$ cat config.mk
export PLATFORM = sky130hd
export DESIGN_NAME = spi_responder
export DESIGN_NICKNAME = d
export VERILOG_FILES = /design/src/rtl/spi_responder_pkg.sv /design/src/rtl/spi_sync_edge.sv /design/src/rtl/spi_responder.sv
export SDC_FILE = /design/constraint.sdc
export NUM_CORES = 1
export LEC_CHECK = 0
export ABC_AREA = 1
export ABC_CLOCK_PERIOD_IN_PS = 2800
export CELL_PAD_IN_SITES_DETAIL_PLACEMENT = 0
export CELL_PAD_IN_SITES_GLOBAL_PLACEMENT = 1
export CORE_ASPECT_RATIO = 0.8
export CORE_MARGIN = 4
export CORE_UTILIZATION = 45
export DETAILED_ROUTE_END_ITERATION = 10
export PLACE_DENSITY_LB_ADDON = 0.1
export SYNTH_ARGS = -nofsm -noshare
export SYNTH_HDL_FRONTEND = slang
export SYNTH_SLANG_ARGS = --single-unit
$ cat constraint.sdc
create_clock -name clk -period 2.8 [get_ports clk]
set_clock_uncertainty 0.15 [all_clocks]
set_input_delay 0.42 -clock clk [delete_from_list [all_inputs] [get_ports clk]]
set_output_delay 0.42 -clock clk [all_outputs]
set_load 0.01 [all_outputs]
$ cat src/rtl/spi_responder_pkg.sv
// Shared definitions for the SPI register responder: opcodes, register map, ID bytes, FSM encoding.
package spi_responder_pkg;

  localparam logic [7:0] CMD_WRITE = 8'h0A;
  localparam logic [7:0] CMD_READ  = 8'h0B;

  localparam logic [5:0] ADDR_ID0     = 6'h00;
  localparam logic [5:0] ADDR_ID1     = 6'h01;
  localparam logic [5:0] ADDR_ID2     = 6'h02;
  localparam logic [5:0] ADDR_ID3     = 6'h03;
  localparam logic [5:0] ADDR_DATA_X  = 6'h08;
  localparam logic [5:0] ADDR_DATA_Y  = 6'h09;
  localparam logic [5:0] ADDR_DATA_Z  = 6'h0A;
  localparam logic [5:0] ADDR_RW_BASE = 6'h20;
  localparam int         RW_DEPTH     = 16;

  localparam logic [7:0] ID0 = 8'hAD;
  localparam logic [7:0] ID1 = 8'h1D;
  localparam logic [7:0] ID2 = 8'hF2;
  localparam logic [7:0] ID3 = 8'h01;

  // state | meaning: IDLE cs_n high | CMD opcode byte | ADDR address byte
  //       | WRITE store data bytes | READ shift bytes out | IGNORE unknown opcode, wait for cs_n
  typedef enum logic [2:0] {
    ST_IDLE,
    ST_CMD,
    ST_ADDR,
    ST_WRITE,
    ST_READ,
    ST_IGNORE
  } state_t;

  function automatic logic is_rw_addr(input logic [5:0] a);
    return a[5:4] == ADDR_RW_BASE[5:4];
  endfunction

endpackage

$ cat src/rtl/spi_sync_edge.sv
// Two-flop synchronizer with rise/fall pulses derived from the synchronized level.
module spi_sync_edge #(
  parameter logic IDLE_LEVEL = 1'b0
) (
  input  logic clk,
  input  logic rst,
  input  logic din,
  output logic rise,
  output logic fall
);

  logic meta, sync, prev;

  always_ff @(posedge clk or negedge rst) begin
    if (!rst) begin
      meta <= IDLE_LEVEL;
      sync <= IDLE_LEVEL;
      prev <= IDLE_LEVEL;
    end else begin
      meta <= din;
      sync <= meta;
      prev <= sync;
    end
  end

  assign rise = sync & ~prev;
  assign fall = ~sync & prev;

endmodule

$ cat src/rtl/spi_responder.sv
// SPI mode-0 register responder: opcode/address/data framing, 64-entry address space, oversampled by clk.
module spi_responder
  import spi_responder_pkg::*;
(
  input  logic       clk,
  input  logic       rst,
  input  logic       sclk,
  input  logic       cs_n,
  input  logic       mosi,
  output logic       miso,
  output logic       miso_oe,
  input  logic [7:0] data_x,
  input  logic [7:0] data_y,
  input  logic [7:0] data_z,
  output logic       wr_strobe,
  output logic [5:0] wr_addr,
  output logic [7:0] wr_data
);

  logic sclk_rise, sclk_fall, cs_rise, cs_fall;
  logic mosi_meta, mosi_s;
  state_t state, state_next;
  logic [2:0] bit_cnt;
  logic [6:0] shift_in;
  logic [7:0] byte_in, miso_sr, rd_byte;
  logic [5:0] addr;
  logic is_read, load_pend, byte_done;
  logic [7:0] snap_x, snap_y, snap_z;
  logic [7:0] rw_regs [RW_DEPTH];

  spi_sync_edge #(.IDLE_LEVEL(1'b0)) u_sclk_sync (
    .clk(clk), .rst(rst), .din(sclk), .rise(sclk_rise), .fall(sclk_fall)
  );

  spi_sync_edge #(.IDLE_LEVEL(1'b1)) u_cs_sync (
    .clk(clk), .rst(rst), .din(cs_n), .rise(cs_rise), .fall(cs_fall)
  );

  always_ff @(posedge clk or negedge rst) begin
    if (!rst) begin
      mosi_meta <= 1'b0;
      mosi_s    <= 1'b0;
    end else begin
      mosi_meta <= mosi;
      mosi_s    <= mosi_meta;
    end
  end

  assign byte_in   = {shift_in, mosi_s};
  assign byte_done = sclk_rise && (bit_cnt == 3'd7) && (state != ST_IDLE);

  always_ff @(posedge clk or negedge rst) begin
    if (!rst) state <= ST_IDLE;
    else      state <= state_next;
  end

  // A fresh cs_n fall wins over everything so back-to-back frames are never lost.
  always_comb begin
    state_next = state;
    if (cs_fall) begin
      state_next = ST_CMD;
    end else if (cs_rise) begin
      state_next = ST_IDLE;
    end else if (byte_done) begin
      case (state)
        ST_CMD:  state_next = (byte_in == CMD_WRITE || byte_in == CMD_READ) ? ST_ADDR : ST_IGNORE;
        ST_ADDR: state_next = is_read ? ST_READ : ST_WRITE;
        default: state_next = state;
      endcase
    end
  end

  always_comb begin
    rd_byte = 8'h00;
    case (addr)
      ADDR_ID0:    rd_byte = ID0;
      ADDR_ID1:    rd_byte = ID1;
      ADDR_ID2:    rd_byte = ID2;
      ADDR_ID3:    rd_byte = ID3;
      ADDR_DATA_X: rd_byte = snap_x;
      ADDR_DATA_Y: rd_byte = snap_y;
      ADDR_DATA_Z: rd_byte = snap_z;
      default:     rd_byte = is_rw_addr(addr) ? rw_regs[addr[3:0]] : 8'h00;
    endcase
  end

  always_ff @(posedge clk or negedge rst) begin
    if (!rst) begin
      bit_cnt   <= '0;
      shift_in  <= '0;
      miso_sr   <= '0;
      addr      <= '0;
      is_read   <= 1'b0;
      load_pend <= 1'b0;
      snap_x    <= '0;
      snap_y    <= '0;
      snap_z    <= '0;
      wr_strobe <= 1'b0;
      wr_addr   <= '0;
      wr_data   <= '0;
      for (int i = 0; i < RW_DEPTH; i++) rw_regs[i] <= '0;
    end else begin
      wr_strobe <= 1'b0;
      if (cs_fall) begin
        bit_cnt   <= '0;
        shift_in  <= '0;
        miso_sr   <= '0;
        is_read   <= 1'b0;
        load_pend <= 1'b0;
      end else if (state != ST_IDLE) begin
        if (sclk_rise) begin
          bit_cnt  <= bit_cnt + 3'd1;
          shift_in <= byte_in[6:0];
        end
        if (byte_done) begin
          case (state)
            ST_CMD: is_read <= (byte_in == CMD_READ);
            ST_ADDR: begin
              addr <= byte_in[5:0];
              if (is_read) begin
                snap_x    <= data_x;
                snap_y    <= data_y;
                snap_z    <= data_z;
                load_pend <= 1'b1;
              end
            end
            ST_WRITE: begin
              wr_strobe <= 1'b1;
              wr_addr   <= addr;
              wr_data   <= byte_in;
              if (is_rw_addr(addr)) rw_regs[addr[3:0]] <= byte_in;
              addr <= addr + 6'd1;
            end
            ST_READ: begin
              addr      <= addr + 6'd1;
              load_pend <= 1'b1;
            end
            default: ;
          endcase
        end
        // The load lands on the falling edge so bit7 is stable before the master samples it.
        if (sclk_fall && state == ST_READ) begin
          if (load_pend) begin
            miso_sr   <= rd_byte;
            load_pend <= 1'b0;
          end else begin
            miso_sr <= {miso_sr[6:0], 1'b0};
          end
        end
      end
    end
  end

  assign miso_oe = (state == ST_READ);
  assign miso    = miso_oe & miso_sr[7];

endmodule

==> reports/results.txt <==
Status - finished, final reports clean
Setup Viol. Count Final - 0
RR Endpoint - rw_regs[101]
First-pass GRT wire length - 43700 um
Sw Share - 0.232
TNS Setup - 0 ns
Routed via count - 8033
CTS root buffer - clkbuf_16
Syn. warnings - 0
Clock period minus worst slack - 2.58 ns
DRT iter0 DRCs - 683
Number of distinct library cells after synthesis - 33
Syn_area_per_cell - 7.85 um^2
Cell area after synthesis - 9990 um^2
# nets final - 1347
Clock Latency Late Sink - 0.51 ns
Sequential Power Share - 0.471
Cts bufs inserted - 23
Worst Hold Class - input pin to flip-flop
Die footprint - 24700 um^2
Ant diodes - 0
Synth Instances - 1273
Ports - 46
Worst Setup EP - miso
Asr flop ratio synth - 1.00
Drt total wl - 26500 um
Critical path arrival - 2.01 ns
Clock buffer depth - 3
Register area share after synthesis - 0.511
Startpoint types - flip-flop
Seq cells post-synth - 204
Number of fill cells - 2125
CORE AREA - 21700 um^2
Comb power frac - 0.055
R2r worst-path depth - 8
GP Congestion - 0.854
Slew of the pin with the lowest slew margin - 0.804 ns
CP Capture Type - output port
Max cap viols - 0
Fin cells - 1627
Starting Density - 0.461
Crit. Startpoint - state[1]
PortBufs - 45
Fraction of layout cells with a size suffix above 1 - 0.0821
Post-synth EDFFs - 0
Area grow syn2layout - 15.6%
DP HPWL - 17600 um
Clock network power share - 0.474
Drt wl/cell - 16.3 um
Die height - 141 um
Fin crit share - 0.921
Main synth FF type - dfrtp_1
Relative slew margins - 0.463
Fin. max-slew vios - 0
GRT Util Overall - 0.221
DR DRC count - 0
Cell leakage power - 5.56 nW
Setup CP Type - flip-flop to output port
Final ANT Viol Nets - 0
Antenna violations before repair - 1
TritonCTS clock tree - built
Row cnt - 48
Largest net degree at the start of global routing - 73
Int Power - 0.00495 W
Clk slew on worst S/H paths - 0.06 ns
Flop2flop setup slack - 0.28 ns
Via density - 4.94
Vias in the first global route - 7788
Cells after DPL - 1584
Crit Path Max Fanout - 5
Reg2Reg Launch Point - u_cs_sync.sync
Final Hold Viols - 0
Switching pwr - 0.00150 W
WP data required - 2.23 ns
FMAX - 388 MHz
RSZ-0062 raised after global routing - false
Postcts setup bufs - 0
Sink Count - 204
Global route total overflow - 0
Maximum VDD drop - 0.369 mV
Pwr/cell area - 558 nW/um^2
Die width - 175 um
H-Tree Depth - 1
Syn nets - 1310
Drt pass-1 iters - 5
[final cells by class]
class | count | area, um^2 | share of cell area
sequential | 204 | 5110 | 0.443
clock buffer | 32 | 659 | 0.0571
inverter | 170 | 638 | 0.0553
tap | 300 | 375 | 0.0325
timing repair buffer | 73 | 717 | 0.0621
clock inverter | 10 | 106 | 0.00921
multi-input combinational | 838 | 3940 | 0.341
[state kept, by name, indices dropped and copies added (netlist names), 3 cells and up]
signal,flops
shift_in,7
snap_y,8
miso_sr,8
bit_cnt,3
snap_x,8
wr_addr,6
state,3
addr,6
snap_z,8
rw_regs,128
wr_data,8
[what timing repair did]
action / in CTS / in global routing
endpoints found under the hold margin: 69 / 0
hold buffers: 1 / 0
gates resized for setup: 1 / 2
endpoints found under the setup margin: 1 / 4
[placed cells by master, fill, tap and decap left out, drive strengths merged, types with 8 or more instances in the layout]
cell type / synthesis / routed
clkinv: 3 / 9
inv: 167 / 168
nand3: 102 / 102
clkdlybuf4s50: 0 / 44
buf: 20 / 27
nor3: 8 / 8
clkbuf: 41 / 33
ha: 8 / 8
dfrtp: 201 / 201
nor2: 53 / 53
mux2: 20 / 20
o21ai: 176 / 176
a21oi: 15 / 15
nand2: 442 / 442
[logic make-up after synthesis]
kind of cell	share of synthesized area
adder cells (fa/ha/maj)	0.0100
AND/OR/NAND/NOR	0.259
XOR/XNOR	0.00175
AO/OA/AOI/OAI	0.0999
buffers and inverters	0.0957
multiplexers	0.0225
flip-flops	0.511
[per-stage QoR]
step	utilization	area (um^2)	hold WS, ns	total power (W)	setup WS [ns]
4_1_cts	0.532	11500	0.148	0.00653	0.0899
3_5_place_dp	0.496	10800	0.191	0.00345	0.257
3_3_place_gp	0.496	10800	0.185	0.00345	0.358
5_1_grt	0.533	11500	0.169	0.00670	0.0201
6_report	0.533	11500	0.166	0.00645	0.222
2_1_floorplan	-	9990	-0.0256	0.00324	0.239
[worst min path at each step]
stage / startpoint / to / slack, ns / cells past startpoint
floorplan: rst / addr[0] / -0.03 / 0
global placement: mosi_meta / mosi_s / 0.19 / 0
CTS: cs_n / u_cs_sync.meta / 0.15 / 1
detailed placement: u_sclk_sync.meta / u_sclk_sync.sync / 0.19 / 0
finish: cs_n / u_cs_sync.meta / 0.17 / 1
global route: cs_n / u_cs_sync.meta / 0.17 / 1
[cells in the mapped netlist (4+ instances only)]
library cell,number,share of area
a21oi_1,15,0.0075
buf_2,8,0.0040
buf_6,9,0.010
clkbuf_1,41,0.015
dfrtp_1,201,0.50
ha_1,8,0.010
inv_1,166,0.062
mux2_2,20,0.023
nand2_1,439,0.16
nand3_1,93,0.047
nand3_4,8,0.014
nand4_1,4,0.0025
nor2_1,51,0.019
nor3_1,7,0.0035
o21ai_0,168,0.084
o21ai_1,8,0.0040
[worst max-delay path: stages, from the launching register on]
cell and delay [ns]:
dfrtp_1 0.41, nor2_1 0.12, inv_1 0.08, nor2_4 0.16, inv_1 0.09, nor2_1 0.10, clkdlybuf4s50_1 0.54
[metal layers]
metal / global-route usage / wire [um] / part of all wire / vias to the layer above
li1: - / - / - / 4056
met1: 0.348 / 13500 / 0.51 / 3742
met2: 0.330 / 11200 / 0.42 / 199
met3: 0.0280 / 1340 / 0.051 / 36
met4: 0.0434 / 490 / 0.018 / 0
met5: 0 / 0 / 0 / -
[power groups by stage]
| stage | Clock (W) | Sequential, W | Combinational, W |
|---|---|---|---|
| 3_5_place_dp | 0 | 0.00309 | 0.000358 |
| 4_1_cts | 0.00313 | 0.00304 | 0.000362 |
| 6_report | 0.00306 | 0.00304 | 0.000354 |
| 2_1_floorplan | 0 | 0.00308 | 0.000166 |
| 5_1_grt | 0.00326 | 0.00304 | 0.000403 |
| 3_3_place_gp | 0 | 0.00309 | 0.000357 |
Power figures use the tool's default switching activity.
